### config.mk
export PLATFORM = sky130hd
export DESIGN_NAME = weight_stabilizer
export DESIGN_NICKNAME = d
export VERILOG_FILES = /design/src/rtl/weight_stabilizer.sv
export SDC_FILE = /design/constraint.sdc
export NUM_CORES = 1
export LEC_CHECK = 0
export ABC_AREA = 1
export CAP_MARGIN = 15
export CORE_MARGIN = 4
export CORE_UTILIZATION = 47
export DETAILED_ROUTE_END_ITERATION = 8
export DONT_BUFFER_PORTS = 1
export PLACE_DENSITY = 0.69
export SKIP_LAST_GASP = 1
export SLEW_MARGIN = 0
export SYNTH_ARGS = -nofsm -noshare
export SYNTH_HDL_FRONTEND = slang
export SYNTH_SLANG_ARGS = --single-unit
### constraint.sdc
create_clock -name clk -period 3.9 [get_ports clk]
set_clock_uncertainty 0.05 [all_clocks]
set_input_delay 0.195 -clock clk [delete_from_list [all_inputs] [get_ports clk]]
set_output_delay 0.195 -clock clk [all_outputs]
set_load 0.02 [all_outputs]
### src/rtl/weight_stabilizer.sv
// Load-cell sample qualifier: turns raw samples into one settled weight per package.
// Optional WEIGHT_AVG_EN: the weight becomes the mean of the matching run instead of its first sample.
module weight_stabilizer #(
  parameter int W              = 12,
  parameter int SETTLE_N       = 4,
  parameter int TOL            = 4,
  parameter int EMPTY_TH       = 8,
  parameter int EMPTY_N        = 2,
  parameter int SETTLE_TIMEOUT = 64
) (
  input  logic         clk,
  input  logic         reset,
  input  logic         sample_valid,
  input  logic [W-1:0] sample,
  output logic [W-1:0] weight,
  output logic         weight_valid,
  output logic         pkg_done,
  output logic         unstable_err,
  output logic [1:0]   state_dbg
);

  typedef enum logic [1:0] {
    S_EMPTY    = 2'd0,
    S_SETTLING = 2'd1,
    S_STABLE   = 2'd2,
    S_DEPART   = 2'd3
  } state_t;

  localparam int MW = $clog2(SETTLE_N + 1);
  localparam int TW = $clog2(SETTLE_TIMEOUT + 1);
  localparam int EW = $clog2(EMPTY_N + 1);
  localparam logic [MW-1:0] MATCH_MAX = MW'(SETTLE_N);
  localparam logic [TW-1:0] TMO_MAX   = TW'(SETTLE_TIMEOUT);
  localparam logic [EW-1:0] EMPTY_MAX = EW'(EMPTY_N);

  state_t         state_q, state_d;
  logic [W-1:0]   ref_q, ref_d;
  logic [MW-1:0]  match_cnt_q, match_cnt_d, match_inc;
  logic [TW-1:0]  tmo_q, tmo_d, tmo_inc;
  logic [EW-1:0]  empty_cnt_q, empty_cnt_d, empty_inc;
  logic [W-1:0]   weight_q, weight_d;
  logic           weight_valid_q, weight_valid_d;
  logic           pkg_done_q, pkg_done_d;
  logic           unstable_err_q, unstable_err_d;
  logic           is_empty, in_tol, settle;
  logic [W:0]     diff;
  logic [W-1:0]   settled_w;

`ifdef WEIGHT_AVG_EN
  localparam int LG = $clog2(SETTLE_N);
  localparam int AW = W + LG;
  logic [AW-1:0] acc_q, acc_d, acc_sum;

  assign acc_sum   = acc_q + AW'(sample);
  assign settled_w = acc_sum[AW-1:LG];
`else
  assign settled_w = ref_q;
`endif

  assign is_empty  = sample < W'(EMPTY_TH);
  assign diff      = (sample >= ref_q) ? ({1'b0, sample} - {1'b0, ref_q})
                                       : ({1'b0, ref_q} - {1'b0, sample});
  assign in_tol    = diff <= (W+1)'(TOL);
  assign match_inc = (match_cnt_q == MATCH_MAX) ? match_cnt_q : match_cnt_q + 1'b1;
  assign tmo_inc   = (tmo_q == TMO_MAX) ? tmo_q : tmo_q + 1'b1;
  assign empty_inc = (empty_cnt_q == EMPTY_MAX) ? empty_cnt_q : empty_cnt_q + 1'b1;

  always_comb begin
    state_d        = state_q;
    ref_d          = ref_q;
    match_cnt_d    = match_cnt_q;
    tmo_d          = tmo_q;
    empty_cnt_d    = empty_cnt_q;
    weight_d       = weight_q;
    weight_valid_d = weight_valid_q;
    pkg_done_d     = 1'b0;
    unstable_err_d = 1'b0;
    settle         = 1'b0;
`ifdef WEIGHT_AVG_EN
    acc_d          = acc_q;
`endif
    if (sample_valid) begin
      unique case (state_q)
        S_EMPTY: begin
          if (!is_empty) begin
            state_d     = S_SETTLING;
            ref_d       = sample;
            match_cnt_d = MW'(1);
            tmo_d       = TW'(1);
            empty_cnt_d = '0;
`ifdef WEIGHT_AVG_EN
            acc_d       = AW'(sample);
`endif
          end
        end
        S_SETTLING: begin
          if (is_empty) begin
            state_d     = S_EMPTY;
            ref_d       = '0;
            match_cnt_d = '0;
            tmo_d       = '0;
`ifdef WEIGHT_AVG_EN
            acc_d       = '0;
`endif
          end else begin
            tmo_d = tmo_inc;
            if (in_tol) begin
              match_cnt_d = match_inc;
`ifdef WEIGHT_AVG_EN
              acc_d       = acc_sum;
`endif
              settle      = (match_inc == MATCH_MAX);
            end else begin
              ref_d       = sample;
              match_cnt_d = MW'(1);
`ifdef WEIGHT_AVG_EN
              acc_d       = AW'(sample);
`endif
            end
            // Settle completion takes precedence over a simultaneous timeout.
            if (settle) begin
              state_d        = S_STABLE;
              weight_d       = settled_w;
              weight_valid_d = 1'b1;
              match_cnt_d    = '0;
              tmo_d          = '0;
            end else if (tmo_inc == TMO_MAX) begin
              state_d        = S_DEPART;
              unstable_err_d = 1'b1;
              match_cnt_d    = '0;
              tmo_d          = '0;
            end
          end
        end
        S_STABLE, S_DEPART: begin
          if (is_empty) begin
            empty_cnt_d = empty_inc;
            if (empty_inc == EMPTY_MAX) begin
              state_d        = S_EMPTY;
              empty_cnt_d    = '0;
              weight_d       = '0;
              weight_valid_d = 1'b0;
              pkg_done_d     = (state_q == S_STABLE);
            end
          end else begin
            empty_cnt_d = '0;
          end
        end
        default: state_d = S_EMPTY;
      endcase
    end
  end

  always_ff @(posedge clk) begin
    if (reset) begin
      state_q        <= S_EMPTY;
      ref_q          <= '0;
      match_cnt_q    <= '0;
      tmo_q          <= '0;
      empty_cnt_q    <= '0;
      weight_q       <= '0;
      weight_valid_q <= 1'b0;
      pkg_done_q     <= 1'b0;
      unstable_err_q <= 1'b0;
`ifdef WEIGHT_AVG_EN
      acc_q          <= '0;
`endif
    end else begin
      state_q        <= state_d;
      ref_q          <= ref_d;
      match_cnt_q    <= match_cnt_d;
      tmo_q          <= tmo_d;
      empty_cnt_q    <= empty_cnt_d;
      weight_q       <= weight_d;
      weight_valid_q <= weight_valid_d;
      pkg_done_q     <= pkg_done_d;
      unstable_err_q <= unstable_err_d;
`ifdef WEIGHT_AVG_EN
      acc_q          <= acc_d;
`endif
    end
  end

  assign weight       = weight_q;
  assign weight_valid = weight_valid_q;
  assign pkg_done     = pkg_done_q;
  assign unstable_err = unstable_err_q;
  assign state_dbg    = state_q;

endmodule

==> key figures <==
Outcome
  – Outcome: complete, no violations

Layout
  – Share of cells above drive strength 1: 6.503%
  – Layout Area Growth over Synthesis: 5.889%
  – Ant. Diodes: 0
  – Fin nets: 612

Timing
  – Min Hold Slack: 0.005589 ns
  – Final Max Tran Viols: 0
  – Endpoints failing hold: 0
  – TNS Setup: 0 ns
  – Final setup violation count: 0
  – Max_slew headroom: 42.48%
  – RSZ-0062 raised after global routing: no
  – Achievable frequency: 337.3 MHz
  – Tmin final: 2.965 ns
  – Fin crit share: 76.02%
  – Measured slew at the worst slew-check pin: 0.8599 ns

Clocking
  – Number of setup buffers added after CTS: 0
  – H-tree depth: 2
  – Num CTS Buffers: 5
  – Worst-path clk slew: 0.08 ns
  – Sink Count: 41
  – CTS tree: yes
  – Clk buf depth: 2
  – Worst-Skew Late Latency: 0.30 ns
  – Clock root buffer: clkbuf_8
  – Post-CTS Resized: 0

Yosys
  – Yosys warning count: 0
  – Post-synthesis cell type count: 37
  – Synthesized area per cell: 6.135 um^2
  – Mapped Area: 3485 um^2
  – Synth Instances: 568
  – Yosys reg bits: 41
  – Post-Syn Nets: 612
  – Sequential-to-total area share from yosys stat: 23.55%

Power
  – Cell Pwr Density: 381.5 nW/um^2
  – Int Power: 0.8439 mW
  – Comb power frac: 40.6%
  – NetSw: 0.5638 mW
  – Worst IR drop on VDD: 0.2883 mV
  – Leakage: 1.878 nW
  – Power share of the clock group: 24.9%
  – Sequential share of power: 34.4%
  – Sw frac: 40.05%

Routing
  – Router iterations before antenna repair: 5
  – Routed vias: 3397
  – Antenna Nets Post-Route: 0
  – Routed len/inst: 13.16 um
  – Vias per cell: 5.085
  – Final wirelength: 8.792 mm
  – Initial DRC Count: 131
  – Post-route DRC: 0

Die
  – Starting Density: 48.30%
  – Total core area: 7214 um^2
  – Die Ht: 94.11 um
  – Die X: 94.11 um
  – Die ar.: 8856 um^2
  – I/O pin count: 32
  – Site Rows: 31

Hold path
  – Class of the worst hold path: input pin to register

Global route
  – Initial antenna violation count: 0
  – Total track usage: 21.24%
  – Pin count of the biggest net entering global routing: 24
  – Vias in the first global route: 3265
  – Global-route wire length before repair: 15.09 mm
  – GR Overflow Total: 0

Worst setup path
  – Worst path cell trace: ha_1, nand2_2, nor2_1, nand3_1, nand4_1, nand2_1, nor2_2, nand2_1, a21oi_2, nand2_1, inv_2, nand2_1, nand2_2, inv_2, nand2_1, nand2_1, nor2_1
  – CP arrival: 3.15 ns
  – CP Capture Type: register
  – Critical Path RT: 4.09 ns
  – Slowest cell on crit path: ha_1
  – Worst-path fanout max: 14
  – Worst path max stage delay: 0.46 ns
  – Startpoint Class: register
  – CP most frequent cell: nand2_1
  – Worst setup path category: register to register

Flow run
  – Max_cap viols: 0

Placement
  – Buffers on Ports: 0
  – Dpl hpwl: 7.052 mm
  – Gpl congestion: 1.015
-- repair_timing --
item	in CTS	in global routing
setup endpoints to repair	0	0
hold endpoints to repair	26	1
hold buffers	4	1
-- worst paths after layout --
path                          startpoint                           to  slack (ns)  depth (start not counted)
min                            sample[3]        ref_q[3]$_SDFFE_PP0P_       0.006                          2
max                ref_q[4]$_SDFFE_PP0P_        ref_q[2]$_SDFFE_PP0P_        0.94                         17
min reg2reg  empty_cnt_q[1]$_SDFFE_PP0P_  empty_cnt_q[1]$_SDFFE_PP0P_        0.40                          2
max reg2reg        ref_q[4]$_SDFFE_PP0P_        ref_q[2]$_SDFFE_PP0P_        0.94                         17
-- stage by stage --
step	worst slack, ns	total power [mW]	utilization [%]	cells	area (um^2)
after floorplan	1.581	0.9486	-	568	3485
after global placement	1.072	1.048	48.84	655	3523
after detailed placement	1.022	1.053	48.84	655	3523
after CTS	0.9875	1.409	51.01	667	3680
after global routing	0.6829	1.518	51.14	668	3690
final	0.9353	1.408	51.14	668	3690
-- Yosys cell counts (all sizes together) --
cell / n / share of area (%)
a31oi: 1 / 0.18
nand3b: 4 / 1.2
o21bai: 2 / 0.43
nand4: 11 / 2.0
dfxtp: 41 / 24
o21ai: 13 / 1.9
nand3: 45 / 6.9
nor3: 3 / 0.43
nor4: 3 / 0.54
buf: 6 / 1.7
and2: 1 / 0.25
inv: 99 / 11
xnor2: 3 / 0.75
o21a: 2 / 0.43
clkinv: 1 / 0.11
ha: 29 / 10
a21oi: 44 / 6.4
o211ai: 1 / 0.22
xor2: 11 / 2.8
nand2: 173 / 20
clkbuf: 6 / 0.79
a21boi: 1 / 0.22
a211oi: 1 / 0.22
nor2: 67 / 8.3
-- kinds of logic after synthesis --
logic type | Yosys count | share of synthesized area [%]
xor gates and xnor gates | 14 | 3.519
and+or+nand+nor | 307 | 39.32
adders and majority gates | 29 | 10.41
DFF | 41 | 23.55
buffers and inverters | 112 | 13.21
AOI/OAI and AO/OA | 65 | 9.982
-- power by group through the flow --
| stage | Combinational [mW] | Clock [mW] | Sequential, mW |
|---|---|---|---|
| after floorplan | 0.467 | 0 | 0.481 |
| after detailed placement | 0.558 | 0 | 0.494 |
| after global routing | 0.651 | 0.376 | 0.491 |
| after global placement | 0.555 | 0 | 0.493 |
| after CTS | 0.569 | 0.356 | 0.484 |
| final | 0.572 | 0.351 | 0.484 |
-- area by class of cell --
class,count,area [um^2]
fillers,766,3525
multi-input cells,415,2203
flip-flops and latches,41,820.8
inverters,100,375.4
well taps,99,123.9
clock buffers,7,86.33
repair buffers,5,50.05
clock inverters,1,30.03
-- flip-flops by register name (all words and copies together) (netlist names) --
signal / count
pkg_done: 1
empty_cnt_q: 2
unstable_err: 1
weight: 12
match_cnt_q: 3
state_dbg: 2
weight_valid: 1
tmo_q: 7
ref_q: 12
-- cell usage in the layout, fill, tap and decap left out, types with 4 or more instances in the layout --
cell type	n
nor2_2	6
o21ai_1	9
nand2_2	9
dfxtp_1	41
nand4_1	11
ha_1	29
xor2_1	11
dlygate4sd3_1	5
clkbuf_8	6
inv_1	95
nor2_1	58
inv_2	4
o21ai_0	4
a21oi_1	43
nand3_1	42
nand2_1	162
-- routing by layer --
layer	GRT usage [%]	up-vias	wire length (um)
met5	0	-	0
met4	7.822	0	219
met3	2.965	18	284
met2	38.14	62	4292
met1	25.46	1538	3995
li1	-	1779	-
-- critical path: cells and delay by family, from the launching register on --
| kind | cells | cell delay (ns) |
|---|---|---|
| flip-flops | 1 | 0.35 |
| AND/OR/NAND/NOR | 13 | 1.57 |
| adder cells (fa/ha/maj) | 1 | 0.46 |
| buffers and inverters | 2 | 0.23 |
| AO/OA/AOI/OAI | 1 | 0.22 |
No activity file was read; power rests on OpenSTA's default activity.
